## src/rtl/ex_stage_input_queue.sv

```systemverilog
// Decode-to-execute staging FIFO for the operand bundle, with a valid/ready
// handshake on both sides, a redirect flush and a saturating back-pressure counter.
module ex_stage_input_queue #(
    parameter int XLEN    = 32,
    parameter int CTRL_W  = 16,
    parameter int DEPTH   = 4,
    parameter int STALL_W = 16
) (
    input  logic                       clk,
    input  logic                       rst_n,
    input  logic                       in_valid,
    output logic                       in_ready,
    input  logic [XLEN-1:0]            in_data1,
    input  logic [XLEN-1:0]            in_data2,
    input  logic [XLEN-1:0]            in_imm,
    input  logic [CTRL_W-1:0]          in_control,
    input  logic                       in_compflg,
    input  logic [XLEN-1:0]            in_pc,
    input  logic                       flush,
    output logic                       out_valid,
    input  logic                       out_ready,
    output logic [XLEN-1:0]            out_data1,
    output logic [XLEN-1:0]            out_data2,
    output logic [XLEN-1:0]            out_imm,
    output logic [CTRL_W-1:0]          out_control,
    output logic                       out_compflg,
    output logic [XLEN-1:0]            out_pc,
    output logic [$clog2(DEPTH+1)-1:0] count,
    output logic [STALL_W-1:0]         stall_cycles
);

    localparam int PTR_W = $clog2(DEPTH);
    localparam int CNT_W = $clog2(DEPTH+1);

    typedef struct packed {
        logic [XLEN-1:0]   data1;
        logic [XLEN-1:0]   data2;
        logic [XLEN-1:0]   imm;
        logic [CTRL_W-1:0] control;
        logic              compflg;
        logic [XLEN-1:0]   pc;
    } entry_t;

    // Handshake: a bundle moves on a rising edge only when valid and ready are
    // both high on that side and flush is low; flush overrides both transfers.
    entry_t             mem_q [DEPTH];
    entry_t             in_entry;
    entry_t             head_entry;
    logic [PTR_W-1:0]   wr_ptr_q, wr_ptr_d;
    logic [PTR_W-1:0]   rd_ptr_q, rd_ptr_d;
    logic [CNT_W-1:0]   count_q, count_d;
    logic [STALL_W-1:0] stall_q, stall_d;
    logic               full;
    logic               empty;
    logic               push;
    logic               pop;

    assign full  = (count_q == CNT_W'(DEPTH));
    assign empty = (count_q == '0);

    // in_ready depends on registered occupancy only, never on out_ready.
    assign in_ready  = rst_n & ~full;
    assign out_valid = ~empty;

    assign push = in_valid & in_ready & ~flush;
    assign pop  = out_valid & out_ready & ~flush;

    assign in_entry = '{data1:   in_data1,
                        data2:   in_data2,
                        imm:     in_imm,
                        control: in_control,
                        compflg: in_compflg,
                        pc:      in_pc};

    always_comb begin
        wr_ptr_d = wr_ptr_q;
        rd_ptr_d = rd_ptr_q;
        count_d  = count_q;
        stall_d  = stall_q;
        if (out_valid && !out_ready && (stall_q != '1)) begin
            stall_d = stall_q + STALL_W'(1);
        end
        if (flush) begin
            wr_ptr_d = '0;
            rd_ptr_d = '0;
            count_d  = '0;
        end else begin
            if (push) begin
                wr_ptr_d = wr_ptr_q + PTR_W'(1);
            end
            if (pop) begin
                rd_ptr_d = rd_ptr_q + PTR_W'(1);
            end
            if (push && !pop) begin
                count_d = count_q + CNT_W'(1);
            end else if (pop && !push) begin
                count_d = count_q - CNT_W'(1);
            end
        end
    end

    always_ff @(posedge clk or negedge rst_n) begin
        if (!rst_n) begin
            wr_ptr_q <= '0;
            rd_ptr_q <= '0;
            count_q  <= '0;
            stall_q  <= '0;
        end else begin
            wr_ptr_q <= wr_ptr_d;
            rd_ptr_q <= rd_ptr_d;
            count_q  <= count_d;
            stall_q  <= stall_d;
        end
    end

    // Payload storage carries no reset; occupancy alone says what is live.
    always_ff @(posedge clk) begin
        if (push) begin
            mem_q[wr_ptr_q] <= in_entry;
        end
    end

    assign head_entry   = mem_q[rd_ptr_q];
    assign out_data1    = head_entry.data1;
    assign out_data2    = head_entry.data2;
    assign out_imm      = head_entry.imm;
    assign out_control  = head_entry.control;
    assign out_compflg  = head_entry.compflg;
    assign out_pc       = head_entry.pc;
    assign count        = count_q;
    assign stall_cycles = stall_q;

endmodule
```

## config.mk

```make
export PLATFORM = sky130hd
export DESIGN_NAME = ex_stage_input_queue
export DESIGN_NICKNAME = d
export VERILOG_FILES = /design/src/rtl/ex_stage_input_queue.sv
export SDC_FILE = /design/constraint.sdc
export NUM_CORES = 1
export LEC_CHECK = 0
export ABC_CLOCK_PERIOD_IN_PS = 12000
export CAP_MARGIN = 40
export CORE_AREA = 2 2 223 225
export DETAILED_ROUTE_END_ITERATION = 7
export DIE_AREA = 0 0 225 227
export PLACE_DENSITY = 0.73
export SLEW_MARGIN = 30
export SYNTH_ARGS = -nofsm -noshare
export SYNTH_HDL_FRONTEND = slang
export SYNTH_SLANG_ARGS = --single-unit
```

## constraint.sdc

```tcl
create_clock -name clk -period 12 [get_ports clk]
set_input_delay 2.4 -clock clk [delete_from_list [all_inputs] [get_ports clk]]
set_output_delay 2.4 -clock clk [all_outputs]
set_load 0.01 [all_outputs]
```

==> flow_summary.json, run 1 <==
{
  "cp_data_required_time_ns": 9.60,
  "max_stage_delay_ns": 0.54,
  "tns_ns": 0,
  "rsz0062_at_grt": "false",
  "synthToLayoutAreaGrowth_pct": 27.1,
  "fin_skew_ns": 0.0161,
  "leakagePower_nw": 8.86,
  "syn_area_per_cell_um2": 25.2,
  "drtIter0Drc": 641,
  "max_slew_margin": 0.437,
  "drt_wl_total_um": 43600,
  "power.total_mw": 5.39,
  "clkTransAtPathRegs_ns": 0.06,
  "postSynthCellCount": 877,
  "drc_errors": 0,
  "synth-compound-area-share": 0.00458,
  "vias_per_cell": 5.38,
  "layout_commonest_cell": "edfxtp_1",
  "synth_nets": 1033,
  "critPathKind": "primary input to output port",
  "grt_start_max_net_pins": 67,
  "drt-pass1-iter-count": 5,
  "rows": 81,
  "endpoint_kind": "output port",
  "dp_cells": 1800,
  "gp_congestion": 0.742,
  "cts_root_buf": "clkbuf_16",
  "track_usage": 0.170,
  "rrSetupSlack_ns": 9.20,
  "hold_start": "stall_cycles[14]",
  "synth_top_flop_cell": "edfxtp_1",
  "io-pin-count": 316,
  "cts_num_sinks": 603,
  "cts_tree": "built",
  "maxSlewViolCount": 0,
  "synthesis.area_um2": 22100,
  "path_buf_inv": 3,
  "fin_nets": 1396,
  "num-fill-cells": 3476,
  "design.core.area_um2": 48500,
  "setup_viol": 0,
  "hp-class": "register to register",
  "synth_edf_count": 580,
  "grt_overflow_total": 0,
  "cellPowerDensity_nw_per_um2": 192,
  "final_cell_mix": "580 x edfxtp_1, 315 x clkdlybuf4s50_1, 145 x mux4_2",
  "hold_buffers": 0,
  "cp_cell_sequence": "clkdlybuf4s50_1 > buf_4 > o31a_1 > clkdlybuf4s50_1",
  "startpoint_type": "primary input",
  "status": "completed",
  "worst_path_max_delay_cell": "clkdlybuf4s50_1",
  "ys_ff_latch": 603,
  "numCtsBuffers": 59,
  "synth.distinct_cells": 35,
  "r2r-end": "mem_q[3][66]",
  "min_to": "stall_cycles[14]",
  "arrival_ns": 3.93,
  "die_h_um": 227,
  "yosys.area_share.simple": 0.0122,
  "synth_async_sr_flop_share": 0.0381,
  "critPathTopFamily": "buffers and inverters",
  "fin_crit_ns": 6.33,
  "crit_fanout": 25,
  "reg2reg_depth": 5,
  "cts.repair.resized": 0,
  "vias": 10300,
  "cp_common_cell": "clkdlybuf4s50_1",
  "max_freq_mhz": 158,
  "die_w_um": 225,
  "worst_pin_slew_ns": 0.844,
  "postCtsSetupRepairBufs": 0,
  "ant_nets": 0,
  "h-tree-depth": 2,
  "final_layout_size_suffix_gt1_frac": 0.210,
  "synth_top_family_by_area": "multiplexers",
  "synthAdderAreaFrac": 0.00373,
  "hold_violations": 0,
  "grt_pass1_wl_um": 64800,
  "synth_mux_area_frac": 0.151,
  "insertion_delay_ns": 0.61,
  "synthXorXnorAreaFrac": 0.00752,
  "wire_per_inst_um": 22.8,
  "yosysWarnings": 0,
  "portBuffers": 315,
  "initial_core_util": 0.456,
  "grt_pass1_vias": 10700,
  "grt_antenna_before_repair": 6,
  "ys_seq_area_frac": 0.813,
  "holdPathStages": 1,
  "drv_cap": 0,
  "layoutNonFillerInstCount": 1914,
  "r2r-start": "count[0]",
  "die-area_um2": 51100,
  "vdd_drop_max_mv": 0.134,
  "dpl.hpwl_um": 26900,
  "period_share": 0.527,
  "clock_path_buffers": 3
}
routing by layer:
metal / global-route usage / up-vias / part of all wire
met1: 0.223 / 5367 / 0.40
met2: 0.273 / 348 / 0.49
met5: 0 / - / 0.0018
met4: 0.0419 / 12 / 0.019
li1: - / 4485 / -
met3: 0.0612 / 76 / 0.091
cell families (layout without fill, tap and decap cells):
group                      after synthesis  after routing
AOI/OAI and AO/OA                       11             11
and+or+nand+nor                         47             47
xor gates and xnor gates                19             19
muxes                                  151            151
buffers and inverters                   40            454
other                                    0              1
DFF                                    603            603
adders and majority gates                6              6
sequential cells by signal, indices dropped and copies added, names as in the netlist:
name,flops
mem_q,580
rd_ptr_q,2
stall_cycles,16
count,3
wr_ptr_q,2
final cells by class:
cell class / instances / area, um^2 / area share
flip-flops and latches: 603 / 18000 / 0.640
multi-input cells: 234 / 3960 / 0.141
repair buffers: 336 / 3440 / 0.122
clock buffers: 69 / 1540 / 0.0546
well taps: 622 / 778 / 0.0277
clock inverters: 43 / 392 / 0.0139
inverters: 6 / 22.5 / 0.000801
diodes: 1 / 2.50 / 0.0000890
synthesized netlist by cell type, types with 4 or more instances:
cell / count / area (um^2)
nor2_1: 13 / 48.8
and2_1: 8 / 50.1
mux2_2: 4 / 45.0
buf_1: 5 / 18.8
ha_1: 5 / 62.6
buf_2: 13 / 65.1
xnor2_1: 16 / 140
nand3_1: 4 / 20.0
dfrtp_1: 23 / 576
clkbuf_1: 13 / 48.8
edfxtp_1: 580 / 17400
mux4_2: 145 / 3270
nand2_1: 6 / 22.5
nand4_1: 4 / 25.0
and3_1: 4 / 25.0
inv_1: 5 / 18.8
stage by stage:
stage               utilization  instance area [um^2]  setup WS (ns)  hold slack (ns)
floorplan                     -                 22100           5.36            0.519
global placement          0.536                 26000           5.67            0.486
finish                    0.579                 28100           5.67            0.499
detailed placement        0.539                 26200           5.66            0.490
CTS                       0.579                 28100           5.53            0.498
global route              0.579                 28100           5.37            0.511
how the worst max path moves through the flow:
stage                       end  slack, ns         from  cells past startpoint
finish                 in_ready       5.67        rst_n                      4
global route         out_pc[31]       5.37  rd_ptr_q[0]                      5
CTS                  out_pc[31]       5.53  rd_ptr_q[0]                      5
detailed placement     in_ready       5.66        rst_n                      4
global placement       in_ready       5.67        rst_n                      4
floorplan           mem_q[0][0]       5.36        flush                      3
report_power, final:
group,switching [mW],internal (mW)
clock network,0.764,1.05
logic,0.475,0.671
registers,0.0641,2.37
Note: power is estimated with default switching activity, not from simulation.
==> run 2, diff against run 1 <==
--- a/config.mk
+++ b/config.mk
@@ -5,12 +5,12 @@
 export SDC_FILE = /design/constraint.sdc
 export NUM_CORES = 1
 export LEC_CHECK = 0
-export ABC_CLOCK_PERIOD_IN_PS = 12000
+export ABC_CLOCK_PERIOD_IN_PS = 5150
 export CAP_MARGIN = 40
 export CORE_AREA = 2 2 223 225
 export DETAILED_ROUTE_END_ITERATION = 7
 export DIE_AREA = 0 0 225 227
-export PLACE_DENSITY = 0.73
+export PLACE_DENSITY = 0.75
 export SLEW_MARGIN = 30
 export SYNTH_ARGS = -nofsm -noshare
 export SYNTH_HDL_FRONTEND = slang
==> constraint.sdc (replaced) <==
create_clock -name clk -period 5.15 [get_ports clk]
set_input_delay 1.03 -clock clk [delete_from_list [all_inputs] [get_ports clk]]
set_output_delay 1.03 -clock clk [all_outputs]
set_load 0.01 [all_outputs]
==> flow_summary.json, run 2 (synthesized netlist as in run 1, its figures left out) <==
{
  "status": "completed",
  "fin_skew_ns": 0.0178,
  "grt_start_max_net_pins": 64,
  "cts_root_buf": "clkbuf_16",
  "portBuffers": 315,
  "die_w_um": 225,
  "cts_num_sinks": 603,
  "drv_cap": 0,
  "die-area_um2": 51100,
  "maxSlewViolCount": 0,
  "grt_pass1_vias": 10700,
  "vdd_drop_max_mv": 0.425,
  "r2r-end": "mem_q[2][106]",
  "layout_commonest_cell": "edfxtp_1",
  "largest_register_ffs": 580,
  "power.total_mw": 12.6,
  "stdcell_area_um2": 28100,
  "holdPathStages": 1,
  "rrSetupSlack_ns": 2.67,
  "synthToLayoutAreaGrowth_pct": 27.1,
  "placed_area_um2": 26200,
  "critPathKind": "register to output port",
  "endpoint_kind": "output port",
  "cts.repair.resized": 0,
  "period_share": 0.773,
  "drtIter0Drc": 643,
  "grt_pass1_wl_um": 65000,
  "rows": 81,
  "worst_path_max_delay_cell": "dfrtp_4",
  "grt_overflow_total": 0,
  "die_h_um": 227,
  "arrival_ns": 2.95,
  "setup_viol": 0,
  "tns_ns": 0,
  "clkTransAtPathRegs_ns": 0.06,
  "num-fill-cells": 3503,
  "reg2reg_depth": 4,
  "cts_tree": "built",
  "initial_core_util": 0.456,
  "max_slew_margin": 0.539,
  "max_freq_mhz": 251,
  "drt_wl_total_um": 43900,
  "wire_per_inst_um": 23.0,
  "dp_cells": 1795,
  "max_stage_delay_ns": 0.79,
  "leakagePower_nw": 8.82,
  "drc_errors": 0,
  "cp_cell_sequence": "buf_4 > mux4_2 > clkdlybuf4s50_1",
  "layoutNonFillerInstCount": 1910,
  "startpoint_type": "register",
  "cp_data_required_time_ns": 4.12,
  "h-tree-depth": 2,
  "design.core.area_um2": 48500,
  "critPathTopFamily": "buffers and inverters",
  "worst_pin_slew_ns": 0.691,
  "hold_violations": 0,
  "clock_path_buffers": 3,
  "insertion_delay_ns": 0.60,
  "cp_num_cells": 3,
  "r2r-start": "count[0]",
  "path_buf_inv": 2,
  "regMostFlops": "mem_q",
  "vias_per_cell": 5.30,
  "track_usage": 0.172,
  "hold_buffers": 0,
  "vias": 10100,
  "drt-pass1-iter-count": 5,
  "crit_fanout": 26,
  "cellPowerDensity_nw_per_um2": 448,
  "grt_antenna_before_repair": 7,
  "crit_end": "out_imm[6]",
  "hp-class": "register to register",
  "fin_crit_ns": 3.98,
  "postCtsSetupRepairBufs": 0,
  "setup.worst_path.start": "rd_ptr_q[0]",
  "final_layout_size_suffix_gt1_frac": 0.204,
  "gp_congestion": 0.724,
  "final_cell_mix": "580 x edfxtp_1, 315 x clkdlybuf4s50_1, 145 x mux4_2",
  "ant_nets": 0,
  "io-pin-count": 316,
  "final_util": 0.579,
  "rsz0062_at_grt": "false",
  "fin_nets": 1390,
  "numCtsBuffers": 59,
  "dpl.hpwl_um": 26500
}
run 2: changes by cell type in the layout (fill, tap and decap cells not counted), sizes merged:
cell	previous run	this run
clkinv	29	21
clkbuf	69	76
buf	21	15
diode	1	6
inv	10	8
run 2: routing by layer:
| layer | track usage | wire (um) | vias up |
|---|---|---|---|
| li1 | - | - | 4482 |
| met5 | 0 | 16 | - |
| met2 | 0.273 | 21300 | 300 |
| met4 | 0.0417 | 780 | 2 |
| met3 | 0.0592 | 3830 | 56 |
| met1 | 0.230 | 18100 | 5283 |
run 2: worst min path at each step:
stage,startpoint,endpoint,slack [ns]
detailed placement,stall_cycles[14],stall_cycles[14],0.49
floorplan,stall_cycles[14],stall_cycles[14],0.52
CTS,stall_cycles[14],stall_cycles[14],0.50
global placement,stall_cycles[14],stall_cycles[14],0.48
finish,stall_cycles[14],stall_cycles[14],0.50
global route,stall_cycles[14],stall_cycles[14],0.51
run 2: worst register-to-register path: cells and delay by family, from the launching register on:
family	cells	cell delay [ns]
buffers and inverters	1	0.44
AOI/OAI and AO/OA	1	0.22
and+or+nand+nor	2	0.90
DFF	1	0.50
run 2: cell type report:
cell class              instances  area, um^2  share of cell area
well taps                     622         778              0.0277
repair buffers                330        3430               0.122
inverters                       6        22.5            0.000801
diodes                          6        15.0            0.000534
clock inverters                33         323              0.0115
flip-flops and latches        603       18000               0.640
clock buffers                  76        1590              0.0566
multi-input cells             234        3960               0.141
run 2: through the flow:
| step | hold slack, ns | worst slack [ns] |
|---|---|---|
| 2_1_floorplan | 0.519 | 1.51 |
| 3_3_place_gp | 0.480 | 1.36 |
| 3_5_place_dp | 0.494 | 1.32 |
| 4_1_cts | 0.504 | 1.03 |
| 5_1_grt | 0.515 | 0.973 |
| 6_report | 0.496 | 1.17 |
run 2: power by group:
group	total (mW)	internal [mW]	switching, mW
registers	5.68	5.53	0.150
logic	2.70	1.58	1.12
clock network	4.21	2.47	1.74
total	12.6	9.57	3.01
